[src/rtl/ps2_key_decoder_if.sv]
// ============================================================================
// Module   : ps2_key_decoder_if
// Purpose  : Byte-stream input and key-state output bundle for the decoder.
// Revision : 1.0  initial release
// ============================================================================
`default_nettype none

interface ps2_key_decoder_if;
   logic [7:0] rx_data;
   logic       rx_valid;
   logic [6:0] key_held;
   logic [6:0] key_pulse;

   modport master (
      output rx_data,
      output rx_valid,
      input  key_held,
      input  key_pulse
   );

   modport slave (
      input  rx_data,
      input  rx_valid,
      output key_held,
      output key_pulse
   );
endinterface

`default_nettype wire

[src/rtl/ps2_key_decoder.sv]
// ============================================================================
// Module   : ps2_key_decoder
// Purpose  : Set-2 make/break decoder producing Tetris key state, press pulses
//            and auto-repeat pulses for left/right/down.
// Revision : 1.0  initial release
// ============================================================================
`default_nettype none

module ps2_key_decoder #(
   parameter int unsigned REPEAT_DELAY  = 8000000,
   parameter int unsigned REPEAT_PERIOD = 2500000,
   parameter int unsigned CNT_W         = 24
) (
   input logic              CLOCK_50,
   input logic              reset,
   ps2_key_decoder_if.slave bus
);

   localparam logic [CNT_W-1:0] c_delay_load  = CNT_W'(REPEAT_DELAY - 1);
   localparam logic [CNT_W-1:0] c_period_load = CNT_W'(REPEAT_PERIOD - 1);

   typedef enum logic [2:0] {
      S_IDLE    = 3'd0,
      S_EXT     = 3'd1,
      S_BRK     = 3'd2,
      S_EXT_BRK = 3'd3,
      S_SKIP    = 3'd4
   } state_t;

   state_t     r_state;
   logic [2:0] r_skip;
   logic [8:0] r_src;
   logic [6:0] r_key_held;
   logic [6:0] r_key_pulse;

   logic [8:0] w_make_src;
   logic [8:0] w_brk_src;
   logic [8:0] w_src_next;
   logic [6:0] w_held_next;
   logic [6:0] w_press;
   logic [6:0] w_rep_fire;

   // Source slots: 0 left, 1 right, 2 down, 3 up-arrow, 4 X, 5 Z, 6 space, 7 P, 8 Esc
   function automatic logic [8:0] f_plain_src(input logic [7:0] code);
      logic [8:0] v;
      v = '0;
      case (code)
         8'h22:   v[4] = 1'b1;
         8'h1A:   v[5] = 1'b1;
         8'h29:   v[6] = 1'b1;
         8'h4D:   v[7] = 1'b1;
         8'h76:   v[8] = 1'b1;
         default: v = '0;
      endcase
      return v;
   endfunction

   function automatic logic [8:0] f_ext_src(input logic [7:0] code);
      logic [8:0] v;
      v = '0;
      case (code)
         8'h6B:   v[0] = 1'b1;
         8'h74:   v[1] = 1'b1;
         8'h72:   v[2] = 1'b1;
         8'h75:   v[3] = 1'b1;
         default: v = '0;
      endcase
      return v;
   endfunction

   // Prefix bytes (E0/F0/E1) map to no source, so no extra filtering is needed.
   always_comb begin
      w_make_src = '0;
      w_brk_src  = '0;
      if (bus.rx_valid) begin
         case (r_state)
            S_IDLE:    w_make_src = f_plain_src(bus.rx_data);
            S_EXT:     w_make_src = f_ext_src(bus.rx_data);
            S_BRK:     w_brk_src  = f_plain_src(bus.rx_data);
            S_EXT_BRK: w_brk_src  = f_ext_src(bus.rx_data);
            default:   w_make_src = '0;
         endcase
      end
      w_src_next  = (r_src | w_make_src) & ~w_brk_src;
      w_held_next = {w_src_next[8] | w_src_next[7], w_src_next[6], w_src_next[5],
                     w_src_next[4] | w_src_next[3], w_src_next[2:0]};
      w_press     = w_held_next & ~r_key_held;
   end

   always_ff @(posedge CLOCK_50 or posedge reset) begin
      if (reset) begin
         r_state     <= S_IDLE;
         r_skip      <= 3'd0;
         r_src       <= '0;
         r_key_held  <= '0;
         r_key_pulse <= '0;
      end else begin
         r_src       <= w_src_next;
         r_key_held  <= w_held_next;
         r_key_pulse <= w_press | w_rep_fire;
         if (bus.rx_valid) begin
            case (r_state)
               S_IDLE: begin
                  case (bus.rx_data)
                     8'hE0:   r_state <= S_EXT;
                     8'hF0:   r_state <= S_BRK;
                     8'hE1: begin
                        r_state <= S_SKIP;
                        r_skip  <= 3'd7;
                     end
                     default: r_state <= S_IDLE;
                  endcase
               end
               S_EXT: begin
                  if (bus.rx_data == 8'hF0)      r_state <= S_EXT_BRK;
                  else if (bus.rx_data == 8'hE0) r_state <= S_EXT;
                  else                           r_state <= S_IDLE;
               end
               S_SKIP: begin
                  if (r_skip <= 3'd1) begin
                     r_skip  <= 3'd0;
                     r_state <= S_IDLE;
                  end else begin
                     r_skip  <= r_skip - 3'd1;
                  end
               end
               default: r_state <= S_IDLE;
            endcase
         end
      end
   end

   // Break clears the counter before expiry is considered, so a release always wins.
   for (genvar gi = 0; gi < 3; gi++) begin : g_repeat
      logic [CNT_W-1:0] r_cnt;

      always_ff @(posedge CLOCK_50 or posedge reset) begin
         if (reset)                 r_cnt <= '0;
         else if (!w_held_next[gi]) r_cnt <= '0;
         else if (w_press[gi])      r_cnt <= c_delay_load;
         else if (r_cnt == '0)      r_cnt <= c_period_load;
         else                       r_cnt <= r_cnt - CNT_W'(1);
      end

      assign w_rep_fire[gi] = r_key_held[gi] & w_held_next[gi] & (r_cnt == '0);
   end

   assign w_rep_fire[6:3] = 4'b0000;

   assign bus.key_held  = r_key_held;
   assign bus.key_pulse = r_key_pulse;

endmodule

`default_nettype wire
[src/flat_wrapper.sv]
// flat-port wrapper written by rule: the top's interface ports become plain ports
module ps2_key_decoder_flat 
#(
   parameter int unsigned REPEAT_DELAY  = 8000000,
   parameter int unsigned REPEAT_PERIOD = 2500000,
   parameter int unsigned CNT_W         = 24
)
  (CLOCK_50, reset, bus_rx_data, bus_rx_valid, bus_key_held, bus_key_pulse);
  ps2_key_decoder_if bus_i ();
  input logic CLOCK_50;
  input logic reset;
  input wire logic [$bits(bus_i.rx_data)-1:0] bus_rx_data;
  input wire logic [$bits(bus_i.rx_valid)-1:0] bus_rx_valid;
  output wire logic [$bits(bus_i.key_held)-1:0] bus_key_held;
  output wire logic [$bits(bus_i.key_pulse)-1:0] bus_key_pulse;
  assign bus_i.rx_data = bus_rx_data;
  assign bus_i.rx_valid = bus_rx_valid;
  assign bus_key_held = bus_i.key_held;
  assign bus_key_pulse = bus_i.key_pulse;
  ps2_key_decoder #(.REPEAT_DELAY(REPEAT_DELAY), .REPEAT_PERIOD(REPEAT_PERIOD), .CNT_W(CNT_W)) u_core (.CLOCK_50(CLOCK_50), .reset(reset), .bus(bus_i));
endmodule
[config.mk]
export PLATFORM = sky130hd
export DESIGN_NAME = ps2_key_decoder_flat
export DESIGN_NICKNAME = d
export VERILOG_FILES = /design/src/rtl/ps2_key_decoder_if.sv /design/src/rtl/ps2_key_decoder.sv /design/src/flat_wrapper.sv
export SDC_FILE = /design/constraint.sdc
export NUM_CORES = 1
export LEC_CHECK = 0
export CAP_MARGIN = 30
export CORE_MARGIN = 4
export CORE_UTILIZATION = 50
export CTS_CLUSTER_SIZE = 30
export DETAILED_ROUTE_END_ITERATION = 16
export HOLD_SLACK_MARGIN = 0.03
export PLACE_DENSITY = 0.68
export REMOVE_ABC_BUFFERS = 1
export SKIP_LAST_GASP = 1
export SYNTH_ARGS = -nofsm -noshare
export SYNTH_HDL_FRONTEND = slang
export SYNTH_SLANG_ARGS = --single-unit
[constraint.sdc]
create_clock -name CLOCK_50 -period 4.2 [get_ports CLOCK_50]
set_input_delay 0.63 -clock CLOCK_50 [delete_from_list [all_inputs] [get_ports CLOCK_50]]
set_output_delay 0.63 -clock CLOCK_50 [all_outputs]
set_load 0.03 [all_outputs]
# Yosys cells after proc, flatten, opt, wreduce, memory -nomap -nowiden
# Index checks and enable logic that the tools add are counted.
dict set report classes {
  addsub 4
  n_lt_le_gt_ge 1
  eq_ne 18
  muxes 30
  bitwise 14
  reduce_logical 7
}
# cell count
set op_table {}
lappend op_table {{$mux W24} 9}
lappend op_table {{$logic_not A24 Y1} 3}
lappend op_table {{$sub A24 B1 Y24 const B} 3}
lappend op_table {{$eq A8 B7 Y1 const B} 6}
lappend op_table {{$pmux W9 S2} 2}
lappend op_table {{$eq A8 B8 Y1 const B} 3}
lappend op_table {{$mux W9} 2}
lappend op_table {{$pmux W3 S3} 2}
lappend op_table {{$eq A8 B6 Y1 const B} 2}
lappend op_table {{$mux W3} 4}
lappend op_table {{$mux W1} 10}
lappend op_table {{$and A9 B9 Y9} 1}
lappend op_table {{$not A9 Y9} 1}
lappend op_table {{$or A9 B9 Y9} 1}
lappend op_table {{$eq A8 B5 Y1 const B} 1}
lappend op_table {{$and A7 B7 Y7} 1}
lappend op_table {{$not A7 Y7} 1}
lappend op_table {{$or A7 B3 Y7} 1}
lappend op_table {{$and A1 B1 Y1} 6}
lappend op_table {{$eq A3 B2 Y1 const B} 2}
lappend op_table {{$pmux W3 S2} 1}
lappend op_table {{$eq A3 B1 Y1 const B} 1}
lappend op_table {{$eq A3 B3 Y1 const B} 1}
lappend op_table {{$le A3 B1 Y1 const B} 1}
lappend op_table {{8 further kinds} 9}
dict set report totals {
  ff_bits 101
  inputBits 11
  output_inout_bits 14
  wordCells 82
}

# Longest topological paths before layout
dict set report logic_depth {
  ltp_word 10
  mapped_depth 8
  ltp_nobuf 7
}

# Worst setup path before layout
# OpenSTA, ideal clock, no wires.
dict set report synth_timing {
  path_kind {flip-flop to flip-flop}
  startpoint {register u_core.g_repeat[1].r_cnt[10]}
  endpoint {register u_core.g_repeat[1].r_cnt[12]}
  setup_ps 118
  arrival_time_ps 2134
  path_slack_ps 1948
  path_stages_with_launch 7
  path_buffers 1
  path_cell_list {dfrtp_1 or4_4 or4_4 or3_1 buf_6 a21oi_1 nor2_1}
}
dict set report synth_via {
  elab_chain_len 4
  word_cells_on_any_way 5
  classes_between {add/sub: 1; mux: 3; reduce/logical: 1}
}
# item line
set synth_lines {}
lappend synth_lines {{start: declaration} ps2_key_decoder.sv:135} ;# logic [CNT_W-1:0] r_cnt;
lappend synth_lines {{start signal: assignment} ps2_key_decoder.sv:140} ;# else if (w_press[gi]) r_cnt <= c_delay_load;
lappend synth_lines {{start signal: assignment} ps2_key_decoder.sv:141} ;# else if (r_cnt == '0) r_cnt <= c_period_load;
lappend synth_lines {{start signal: assignment} ps2_key_decoder.sv:142} ;# else r_cnt <= r_cnt - CNT_W'(1);
lappend synth_lines {{$sub A24 B1 Y24 / $logic_not A24 Y1 (equally long branches)} {ps2_key_decoder.sv:142, ps2_key_decoder.sv:141}}
lappend synth_lines {{$mux W24 *} ps2_key_decoder.sv:141}
lappend synth_lines {{$mux W24 *} ps2_key_decoder.sv:140}
lappend synth_lines {{$mux W24 *} ps2_key_decoder.sv:139} ;# else if (!w_held_next[gi]) r_cnt <= '0;
# Every way passes the cells marked *; elsewhere a longest branch is shown, timed or not.
# A chain may end at the register's enable or synchronous reset.

# Worst setup path after layout
dict set report layout_timing {
  startpoint {register u_core.g_repeat[1].r_cnt[12]}
  endpoint {register u_core.g_repeat[1].r_cnt[19]}
}
# Same word-level chain as after synthesis.

==> impl_results.md <==
- WL/cell: 15.1 um
- Final hold vios: 0
- Post-synthesis xor/xnor area fraction: around a tenth
- CP endpoint kind: flop
- Vias per cell: around 5.6
- Fmax achieved: 0.382 GHz
- # DRC: 0
- Vias in the first global route: 3641
- Skew-Pair Late Insertion Delay: 350 ps
- Post-synthesis mux area share: 1.27%
- RSZ-0062 raised after global routing: false
- # diodes: 0
- Worst Path Max Fanout: 12
- Status: finished clean
- Critical path origin: u_core.g_repeat[1].r_cnt[12]
- First drt pass iteration count: 5
- Startpoint Class: flop
- CTS tree: yes
- Die height: 107 um
- Routed Antenna Nets: 0
- Clk slew on worst S/H paths: approximately 90 ps
- CP Class: reg2reg
- GRT overflow: 0
- DR iter-0 viols: 167
- Area of placed instances: 0.00528 mm2
- Critical Path AT: 2820 ps
- Slew HR: a little under two fifths
- Gpl congestion: roughly 0.80
- Core area: 0.00942 mm2
- Simple-Gate Fraction of Synth Area: 24.4%
- Cell Rows: 35
- Adder-cell area share of the yosys netlist: 2.03%
- Post-synthesis sequential area ratio: 48.8%
- Unique masters post-synth: just under 60
- #FFs+latches synth: 96
- CP required: 4400 ps
- Routed vias: between 3k and 4k
- Pins Over Slew Limit: 0
- Initial antenna violation count: 0
- Post-synth EDFFs: 0
- Largest family of logic cells by synthesized area: simple AND/OR/NAND/NOR gates
- Max Cap Violations: 0
- P_leak: 0.00277 uW
- Placed cell count: 635
- Most frequent cells in the layout: dfrtp_1, nor2_1, a21oi_1
- Final Non-Filler Cells: between 600 and 700
- Largest net degree at the start of global routing: 63
- Setup-failing EPs final: 0
- Post-DP HPWL: 7060 um
- Post-synthesis compound-gate area fraction: 10.3%
- Synthesized area: 0.00492 mm2
- Root Driver: clkbuf_8
- Gate Count Post-Synth: 494
- Fin area: 0.00546 mm2
- Min Tclk post-route: 2620 ps
- I/O pin cnt: 25
- Synth async-reset ratio: 100%
- First-pass GRT wire length: 17300 um
- Pwr per Cell Area: 358 mW/mm2
- Avg Inst Size Synth: 9.96 um2
- Initial Utilization: 52.3%
- Worst Tran Pin Value: 929 ps
- Hold-fix buffers, CTS: 0
- VDD IR-drop max: 0.000180 V
- Final wirelength: 9800 um
- Clk sinks: 96
- Die W: roughly 110 um
- GRT Overall Usage: 18.4%
- Final clock skew: about 18 ps
- Hold WC Path Type: reg2reg
- Die area: 0.0115 mm2
- Commonest non-fill, non-tap cell in the layout: dfrtp_1
- Reg-to-Reg Start: u_core.g_repeat[1].r_cnt[12]
- Final period util: 62.4%
- Post-CTS sizing: 0
- CTS H-tree depth: 3
- Critical hold path startpoint: u_core.bus.key_held[3]
- Port bufs: 24
- Synth Warn #: 0
- Setup total negative slack: 0 ps
- Layout Area Growth over Synthesis: 10.9%
- Most common flop cell mapped by yosys: dfrtp_1
- # Post-CTS Setup Buffers: 0
- Maximum clock path buffer count: 2
- Fraction of layout cells with a size suffix above 1: 8.83%
- CTS buffer count: 9
- Nets: 536
[flip-flops by register name (all words and copies together), names as in the netlist]
register               count
u_core.g_repeat.r_cnt     72
u_core.r_src               9
u_core.bus.key_pulse       7
u_core.r_skip              3
u_core.r_state             3
u_core.bus.key_held        2
[layer usage]
metal	vias up	wire, um	GRT usage [%]
met5	-	0	0
met4	0	90	4.75
met3	8	344	3.49
met2	62	4760	29.9
met1	1807	4610	25.5
li1	1793	-	-
[power breakdown]
part	switching [uW]	internal, uW
Sequential	21.1	948
Clock	310	274
Combinational	232	171
Total	563	1390
[cells in the mapped netlist (6+ instances only)]
cell	number	area, um2
dfrtp_1	96	2400
nand2b_1	6	37.5
xor2_1	22	193
nand2_1	26	97.6
xnor2_1	32	280
nand4b_1	6	52.6
a21oi_1	41	205
o21ai_0	25	125
nor2_1	55	206
nand3_1	7	35.0
nor4_1	14	87.6
ha_1	8	100
or3_1	10	62.6
inv_1	18	67.6
or4_1	9	67.6
nor3_1	21	105
clkbuf_1	8	30.0
a31oi_1	6	37.5
[logic make-up after synthesis]
group / Yosys count
and+or+nand+nor: 206
adders and majority gates: 8
DFF: 96
buffers and inverters: 35
muxes: 6
xor gates and xnor gates: 54
AOI/OAI and AO/OA: 89
[worst max-delay path, cell delays in order (launching register included)]
cell and delay, ps:
dfrtp_1 410, or4_4 580, or4_4 640, or3_1 590, o21ai_0 150, a21oi_1 90
[stage by stage]
step           setup WS (ps)  total power, uW  utilization (%)  hold WS (ps)
2_1_floorplan           1060             1290                -           461
3_3_place_gp            1300             1380             55.7           409
3_5_place_dp            1240             1390             56.0           414
4_1_cts                 1570             1980             58.0           434
5_1_grt                 1430             2070             58.0           481
6_report                1580             1960             58.0           432
[worst paths after layout]
kind	to	slack, ps	depth (start not counted)
max in group asynchronous	u_core.g_repeat[0].r_cnt[16]	2890	4
hold / removal	u_core.bus.key_pulse[3]	430	1
min in group asynchronous	u_core.g_repeat[1].r_cnt[6]	570	2
setup / recovery	u_core.g_repeat[1].r_cnt[19]	1580	5
setup reg to reg	u_core.g_repeat[1].r_cnt[19]	1580	5
hold reg to reg	u_core.bus.key_pulse[3]	430	1
[final cells by class]
type                            count  area [um2]
Clock buffer                       10         128
Clock inverter                      5        57.6
Fill cell                         813        3960
Inverter                           18        70.1
Multi-Input combinational cell    363        2340
Sequential cell                    96        2400
Tap cell                          129         161
Timing Repair Buffer               29         298
Note: power is estimated with default switching activity, not from simulation.
